### config.mk
export PLATFORM = sky130hd
export DESIGN_NAME = adia_pclk_gen_flat
export DESIGN_NICKNAME = d
export VERILOG_FILES = /design/src/rtl/adia_pclk_if.sv /design/src/rtl/adia_pclk_gen.sv /design/src/flat_wrapper.sv
export SDC_FILE = /design/constraint.sdc
export NUM_CORES = 1
export LEC_CHECK = 0
export BUFFER_PORTS_ARGS = -buffer_cell sky130_fd_sc_hd__buf_4
export CAP_MARGIN = 20
export CORE_UTILIZATION = 48
export CTS_CLUSTER_SIZE = 8
export DETAILED_ROUTE_END_ITERATION = 16
export PLACE_DENSITY = 0.81
export SKIP_CTS_REPAIR_TIMING = 1
export SLEW_MARGIN = 10
export SYNTH_ARGS = -nofsm -noshare
export SYNTH_HDL_FRONTEND = slang
export SYNTH_SLANG_ARGS = --single-unit
### constraint.sdc
create_clock -name clk -period 2.48 [get_ports clk]
set_input_delay 0 -clock clk [delete_from_list [all_inputs] [get_ports clk]]
set_output_delay 0 -clock clk [all_outputs]
set_load 0.1 [all_outputs]
### src/rtl/adia_pclk_if.sv
// Power-clock bus between adia_pclk_gen (master) and the two-stage adiabatic gate cells (slave).
interface adia_pclk_if #(
  parameter int STEPS = 4
);
  localparam int LW = $clog2(2*STEPS+1);

  logic          run_req;
  logic          running;
  logic [LW-1:0] clkpos_lvl;
  logic [LW-1:0] clkneg_lvl;
  logic [LW-1:0] clkpos2_lvl;
  logic [LW-1:0] clkneg2_lvl;
  logic          clkpos;
  logic          clkneg;
  logic          clkpos2;
  logic          clkneg2;
  logic          sample;

  modport master (
    input  run_req,
    output running, clkpos_lvl, clkneg_lvl, clkpos2_lvl, clkneg2_lvl,
           clkpos, clkneg, clkpos2, clkneg2, sample
  );

  modport slave (
    output run_req,
    input  running, clkpos_lvl, clkneg_lvl, clkpos2_lvl, clkneg2_lvl,
           clkpos, clkneg, clkpos2, clkneg2, sample
  );
endinterface

### src/rtl/adia_pclk_gen.sv
// Two-phase trapezoidal power-clock generator with run/stop at period boundaries.
// Optional ADIA_PCLK_CYCLE_CNT_EN adds a saturating 16-bit period counter port.
module adia_pclk_gen #(
  parameter int STEPS = 4
) (
  input  logic        clk,
  input  logic        rst_n,
`ifdef ADIA_PCLK_CYCLE_CNT_EN
  output logic [15:0] period_cnt,
`endif
  adia_pclk_if.master bus
);
  localparam int LW = $clog2(2*STEPS+1);
  localparam int RW = $clog2(STEPS);

  typedef enum logic [1:0] {IDLE, RUN, STOPPING} state_e;

  state_e        state_q, state_d;
  logic [1:0]    q_q, q_d;
  logic [RW-1:0] r_q, r_d;
  logic [LW-1:0] k1_q, k1_d, k2_q, k2_d;
  logic          last_r, wrap;

  // cnt is held split as quarter q and in-quarter index r, so no divider is needed
  function automatic logic [LW-1:0] ramp(input logic [1:0] q, input logic [RW-1:0] r);
    case (q)
      2'd0:    return LW'(r) + LW'(1);
      2'd1:    return LW'(STEPS);
      2'd2:    return LW'(STEPS-1) - LW'(r);
      default: return '0;
    endcase
  endfunction

  assign last_r = (r_q == RW'(STEPS-1));
  assign wrap   = last_r && (q_q == 2'd3);

  always_ff @(posedge clk or negedge rst_n) begin
    if (!rst_n) begin
      state_q <= IDLE;
      q_q     <= '0;
      r_q     <= '0;
      k1_q    <= '0;
      k2_q    <= '0;
    end else begin
      state_q <= state_d;
      q_q     <= q_d;
      r_q     <= r_d;
      k1_q    <= k1_d;
      k2_q    <= k2_d;
    end
  end

  always_comb begin
    state_d = state_q;
    case (state_q)
      IDLE:     if (bus.run_req) state_d = RUN;
      RUN:      if (!bus.run_req) state_d = STOPPING;
      STOPPING: if (bus.run_req) state_d = RUN;
                else if (wrap)   state_d = IDLE;
      default:  state_d = IDLE;
    endcase
  end

  // k indices are registered from next cnt so they line up with cnt; phase 2 runs one quarter behind
  always_comb begin
    q_d = q_q;
    r_d = r_q;
    if (state_d == IDLE || state_q == IDLE) begin
      q_d = '0;
      r_d = '0;
    end else if (last_r) begin
      r_d = '0;
      q_d = q_q + 2'd1;
    end else begin
      r_d = r_q + RW'(1);
    end
    k1_d = (state_d == IDLE) ? '0 : ramp(q_d, r_d);
    k2_d = (state_d == IDLE) ? '0 : ramp(q_d + 2'd3, r_d);
  end

  always_comb begin
    bus.running     = (state_q != IDLE);
    bus.sample      = (state_q != IDLE) && (q_q == 2'd2) && last_r;
    bus.clkpos_lvl  = LW'(STEPS) + k1_q;
    bus.clkneg_lvl  = LW'(STEPS) - k1_q;
    bus.clkpos2_lvl = LW'(STEPS) + k2_q;
    bus.clkneg2_lvl = LW'(STEPS) - k2_q;
    bus.clkpos      = (k1_q == LW'(STEPS));
    bus.clkneg      = (k1_q != LW'(STEPS));
    bus.clkpos2     = (k2_q == LW'(STEPS));
    bus.clkneg2     = (k2_q != LW'(STEPS));
  end

`ifdef ADIA_PCLK_CYCLE_CNT_EN
  logic [15:0] period_cnt_q, period_cnt_d;

  always_comb begin
    period_cnt_d = period_cnt_q;
    if (state_q != IDLE && wrap && period_cnt_q != 16'hFFFF)
      period_cnt_d = period_cnt_q + 16'd1;
  end

  always_ff @(posedge clk or negedge rst_n) begin
    if (!rst_n) period_cnt_q <= '0;
    else        period_cnt_q <= period_cnt_d;
  end

  assign period_cnt = period_cnt_q;
`endif
endmodule

### src/flat_wrapper.sv
// flat-port wrapper written by rule: the top's interface ports become plain ports
module adia_pclk_gen_flat 
#(
  parameter int STEPS = 4
)
  (clk, rst_n, bus_run_req, bus_running, bus_clkpos_lvl, bus_clkneg_lvl, bus_clkpos2_lvl, bus_clkneg2_lvl, bus_clkpos, bus_clkneg, bus_clkpos2, bus_clkneg2, bus_sample);
  adia_pclk_if #(.STEPS(STEPS)) bus_i ();
  input  logic clk;
  input  logic rst_n;
  input wire logic [$bits(bus_i.run_req)-1:0] bus_run_req;
  output wire logic [$bits(bus_i.running)-1:0] bus_running;
  output wire logic [$bits(bus_i.clkpos_lvl)-1:0] bus_clkpos_lvl;
  output wire logic [$bits(bus_i.clkneg_lvl)-1:0] bus_clkneg_lvl;
  output wire logic [$bits(bus_i.clkpos2_lvl)-1:0] bus_clkpos2_lvl;
  output wire logic [$bits(bus_i.clkneg2_lvl)-1:0] bus_clkneg2_lvl;
  output wire logic [$bits(bus_i.clkpos)-1:0] bus_clkpos;
  output wire logic [$bits(bus_i.clkneg)-1:0] bus_clkneg;
  output wire logic [$bits(bus_i.clkpos2)-1:0] bus_clkpos2;
  output wire logic [$bits(bus_i.clkneg2)-1:0] bus_clkneg2;
  output wire logic [$bits(bus_i.sample)-1:0] bus_sample;
  assign bus_i.run_req = bus_run_req;
  assign bus_running = bus_i.running;
  assign bus_clkpos_lvl = bus_i.clkpos_lvl;
  assign bus_clkneg_lvl = bus_i.clkneg_lvl;
  assign bus_clkpos2_lvl = bus_i.clkpos2_lvl;
  assign bus_clkneg2_lvl = bus_i.clkneg2_lvl;
  assign bus_clkpos = bus_i.clkpos;
  assign bus_clkneg = bus_i.clkneg;
  assign bus_clkpos2 = bus_i.clkpos2;
  assign bus_clkneg2 = bus_i.clkneg2;
  assign bus_sample = bus_i.sample;
  adia_pclk_gen #(.STEPS(STEPS)) u_core (.clk(clk), .rst_n(rst_n), .bus(bus_i));
endmodule
---- Yosys cells after proc, flatten, opt, wreduce, memory -nomap -nowiden ----
Index checks and enable logic that the tools add are counted.
storage, ports and cells
  output and inout bits ................... 22
  bits in latches ......................... 0
  bits in read-only memories .............. 0
  memories kept ........................... 0
  logic and storage cells ................. 49
  register bits after elaboration ......... 14
  input port bits ......................... 3
  memory bits (writable) .................. 0
operators by class
  add/sub/neg operators ................... 9
  magnitude comparators ................... 0
  shifts and indexed selects .............. 0
  div/mod/pow operators ................... 0
  $mul .................................... 0
  reduce and logical (&&, ||, !) cells .... 9
  eq/ne operators ......................... 13
  bitwise logic cells ..................... 0
  mux-type cells .......................... 13
operators with widths
  cell                                                    number
  one-hot mux 4 bit (3 select lines)                      2
  2-to-1 mux 2 bit                                        8
  == test 2 bit (second input constant)                   6
  adder 3 x 4 -> 4 bit (first input constant)             2
  == test 4 x 3 -> 1 bit (second input constant)          2
  logical NOT 2 bit                                       4
  2-to-1 mux 4 bit                                        2
  inequality test 4 x 3 -> 1 bit (second input constant)  2
  subtractor 3 x 4 -> 4 bit (first input constant)        2
  == test 2 x 1 -> 1 bit (second input constant)          3
  one-hot mux 2 bit (3 select lines)                      1
  adder 2 x 1 -> 2 bit (second input constant)            2
  adder 2 x 1 -> 3 bit (second input constant)            1
  logical AND 1 bit                                       3
  subtractor 2 x 2 -> 3 bit (first input constant)        1
  adder 2 bit (second input constant)                     1
  nonzero test 2 bit                                      1
  logical OR 1 bit                                        1

---- Longest topological paths before layout ----
  depth after elaboration ................. 12
  mapped depth ............................ 8
  gate-level depth less buffers ........... 8

---- Worst setup path before layout ----
Ideal clock, no wire load.
  path type ............................... register -> output
  start ................................... register u_core.k2_q[2]
  end ..................................... output port bus_clkneg2_lvl[3]
  arrival time ............................ 3,274 ps
  path buffers ............................ 0
  setup slack ............................. -794 ps
  cell stages (with the launch flop) ...... 3
  required time ........................... 2,480 ps
  path through ............................ dfrtp_1 > inv_1 > a21oi_1
between the ends
  longest elaborated chain between the ends .. 1
RTL lines
  item                       RTL line             text
  start: declaration         adia_pclk_gen.sv:21  logic [LW-1:0] k1_q, k1_d, k2_q, k2_d;
  start signal: assignment   adia_pclk_gen.sv:49  k2_q <= k2_d;
  subtractor 3 x 4 -> 4 bit  adia_pclk_gen.sv:87  bus.clkneg2_lvl = LW'(STEPS) - k2_q;
  end: declaration           flat_wrapper.sv:15   output wire logic [$bits(bus_i.clkneg2_lvl)-1:0] bus_clkneg2_lvl;
Every way passes these cells.

---- Worst setup path in the final report ----
  start ................................... register u_core.r_q[0]
  end ..................................... register u_core.k1_q[0]
between the ends
  longest elaborated chain between the ends .. 11
  elaborated cells between the ends (all ways) .. 19
  those cells by class .................... add/sub: 3; eq/ne: 3; mux: 9; reduce/logical: 4
RTL lines
  item                                               RTL line                                  text
  start: declaration                                 adia_pclk_gen.sv:20                       logic [RW-1:0] r_q, r_d;
  start signal: assignment                           adia_pclk_gen.sv:47                       r_q <= r_d;
  == test 2 bit                                      adia_pclk_gen.sv:34                       assign last_r = (r_q == RW'(STEPS-1));
  logical AND 1 bit                                  adia_pclk_gen.sv:35                       assign wrap = last_r && (q_q == 2'd3);
  2-to-1 mux 2 bit                                   adia_pclk_gen.sv:59                       else if (wrap) state_d = IDLE;
  2-to-1 mux 2 bit                                   adia_pclk_gen.sv:58                       STOPPING: if (bus.run_req) state_d = RUN;
  one-hot mux 2 bit (3 select lines)                 adia_pclk_gen.sv:55                       case (state_q)
  logical NOT 2 bit                                  adia_pclk_gen.sv:68, adia_pclk_gen.sv:77
  logical OR 1 bit                                   adia_pclk_gen.sv:68                       if (state_d == IDLE || state_q == IDLE) begin
  2-to-1 mux 2 bit                                   adia_pclk_gen.sv:68
  subtractor 2 x 2 -> 3 bit (tied with other cells)  adia_pclk_gen.sv:29                       2'd2: return LW'(STEPS-1) - LW'(r);
  one-hot mux 4 bit (3 select lines)                 adia_pclk_gen.sv:26                       case (q)
  2-to-1 mux 4 bit (*)                               adia_pclk_gen.sv:77                       k1_d = (state_d == IDLE) ? '0 : ramp(q_d, r_d);
  named net u_core.k1_d[0]                           adia_pclk_gen.sv:21
  end signal: assignment                             adia_pclk_gen.sv:48                       k1_q <= k1_d;
  end: declaration                                   adia_pclk_gen.sv:21
Mark *: on every way through the listed nets, which the timed path passes. The rest lies on a longest branch.

==> metrics.txt <==
Final Power=1160 uW; relative slew slack=47.5%; met3 GRT Util=7.76%; critical path type=flip-flop to flip-flop; CP required=2.60 ns; Worst Hold Class=input pin to async pin; Worst Path Buf+Inv=1; area of the core=1510 sq um; first-pass GRT wire length=2.55 mm; die outline height=42.1 microns; Fin. Hold Viols=0; die width=42.1 microns; Post-Syn Area=773 sq um; CP max stage delay=0.41 ns; PortBufs=24; Achievable Freq=456 MHz; vias=678; Post-Route WL=1.53 mm; setup tns final=0 ns; RePlAce Congestion=0.804; Total GRT Usage=19.4%; global routing's busiest layer=met2; Ys Warns=0; Power Density=1160 nW/um^2; maxcap violations=0; CP Capture Type=flip-flop; RSZ-0062 raised after global routing=false; vias in the first global route=612; largest net degree at the start of global routing=13; status=finished clean; Num CTS Buffers=3; TritonCTS clock tree=done; met2 usage=33.8%; I/O Pins=25; Crit-path slowest cell=dfrtp_1; Worst path top cell family by delay=adder cells; hpwl dp=1.24 mm; Rows=14; clk_lat worst skew=0.27 ns; # diodes=0; met1 Track Usage GR=22.7%; detailed-route wire length per cell=12.7 microns; crit path cell chain=ha_1 > xor2_1 > o311a_1 > inv_1 > ha_1 > nor3_1 > nor4_1; H-Tree Depth=1; fin crit share=88.4%; Detailed Route Iter0 Violations=29; DRC viols=0; Max FO, Critical Path=10; CP Launch Type=flip-flop; post-route minimum period=2.19 ns; initial antenna violation count=0; Initial Util=51.3%; Tightest Pin Transition=0.787 ns; Syn Nets=94; Worst-path clk slew=0.06 ns; sequential element share of the synthesized area=38.8%; clock sink count=12; Detail Route Antenna Nets=0; WP data arrival=2.31 ns; synthesized area per cell=9.79 sq um; die area=1780 sq um; DR pass1 iterations=5; Vias/cell=5.60; Synth cell types=27; GR Overflow Total=0; Yosys reg bits=12; Max rail drop VDD=0.699 mV; most frequent CP cell=ha_1; Layout area overhead=29.8%; fin. max-slew vios=0; fraction of layout cells with a size suffix above 1=32.4%; setup violators final=0; worst-case clock buffer depth=2; nets=122; Lkg Pwr=0.000499 uW; Worst Clk Skew=0.00237 ns; Syn Inst Count=79; CTS root buf=clkbuf_4
worst register-to-register path, stage by stage, from the launching register on:
cell,delay [ns]
dfrtp_1,0.41
ha_1,0.38
xor2_1,0.28
o311a_1,0.34
inv_1,0.11
ha_1,0.21
nor3_1,0.25
nor4_1,0.08
final cells by class:
cell class | count | area (sq um)
Fill cell | 120 | 503
Tap cell | 16 | 20.0
Clock buffer | 3 | 22.5
Timing Repair Buffer | 26 | 200
Inverter | 13 | 50.0
Multi-Input combinational cell | 51 | 410
Sequential cell | 12 | 300
kinds of logic after synthesis:
| kind of cell | synth area share, % |
|---|---|
| buffers and inverters | 9.06 |
| AO/OA/AOI/OAI | 14.1 |
| flip-flops | 38.8 |
| AND/OR/NAND/NOR | 15.4 |
| adder cells (fa/ha/maj) | 19.4 |
| XOR/XNOR | 3.24 |
metrics by stage:
stage	instances	hold WS (ns)	worst slack (ns)	util, %	area (sq um)
6_report	121	0.101	0.289	66.6	1000
3_3_place_gp	116	-0.157	0.494	63.8	961
5_1_grt	121	0.117	0.137	66.6	1000
4_1_cts	119	-0.446	0.393	65.3	983
2_1_floorplan	79	-0.296	-0.174	-	781
3_5_place_dp	116	-0.159	0.391	63.8	961
state kept, by name, summed over array words and instances, names as in the netlist:
signal and count:
u_core.r_q 2, u_core.k2_q 3, u_core.state_q 2, u_core.q_q 2, u_core.k1_q 3
report_power, final:
part,switching (uW),internal [uW]
sequential,30.2,229
combinational,639,153
clock,54.1,56.1
total,723,438
cells in the final DEF (no fill, tap or decap), drive strengths merged, types with 3 or more instances in the layout:
cell type	netlist	final
nand2	3	3
a21oi	3	3
nor3	3	3
nor2b	4	4
buf	3	24
nand3	3	3
inv	12	12
ha	12	12
dfrtp	12	12
clkbuf	0	3
nor2	5	5
synth_stat cells:
master / instances / share of area [%]
nand3_1: 3 / 1.9
a21oi_1: 3 / 1.9
a221oi_1: 1 / 1.1
ha_1: 12 / 19
xor2_2: 1 / 2.1
and3_1: 1 / 0.81
xor2_1: 1 / 1.1
buf_4: 2 / 1.9
inv_1: 12 / 5.8
a211oi_2: 1 / 1.6
or2_2: 1 / 0.81
o31ai_1: 2 / 1.9
nor2_1: 5 / 2.4
o21ai_0: 2 / 1.3
clkinv_2: 1 / 0.65
dfrtp_1: 12 / 39
nor3_1: 3 / 1.9
buf_2: 1 / 0.65
o211ai_2: 1 / 1.6
a21boi_0: 1 / 0.97
o311a_1: 2 / 2.6
a211oi_1: 1 / 0.97
nand2b_1: 1 / 0.81
nand4b_1: 1 / 1.1
nor4_1: 1 / 0.81
nor2b_1: 4 / 3.2
nand2_1: 3 / 1.5
final timing paths:
path	to	start	cells after the start	slack (ns)
setup / recovery	u_core.k1_q[0]	u_core.r_q[0]	7	0.29
hold / removal	u_core.q_q[0]	rst_n	2	0.10
setup reg to reg	u_core.k1_q[0]	u_core.r_q[0]	7	0.29
hold reg to reg	u_core.r_q[0]	u_core.r_q[0]	1	0.56
max in group asynchronous	u_core.state_q[1]	rst_n	2	2.23
min in group clk	u_core.state_q[1]	bus_run_req	3	0.46
metal layers:
| metal | up-vias | wire length (microns) |
|---|---|---|
| met5 | - | 0 |
| met4 | 0 | 13 |
| met3 | 4 | 126 |
| met2 | 37 | 779 |
| met1 | 316 | 613 |
| li1 | 321 | - |
Power figures use the tool's default switching activity.
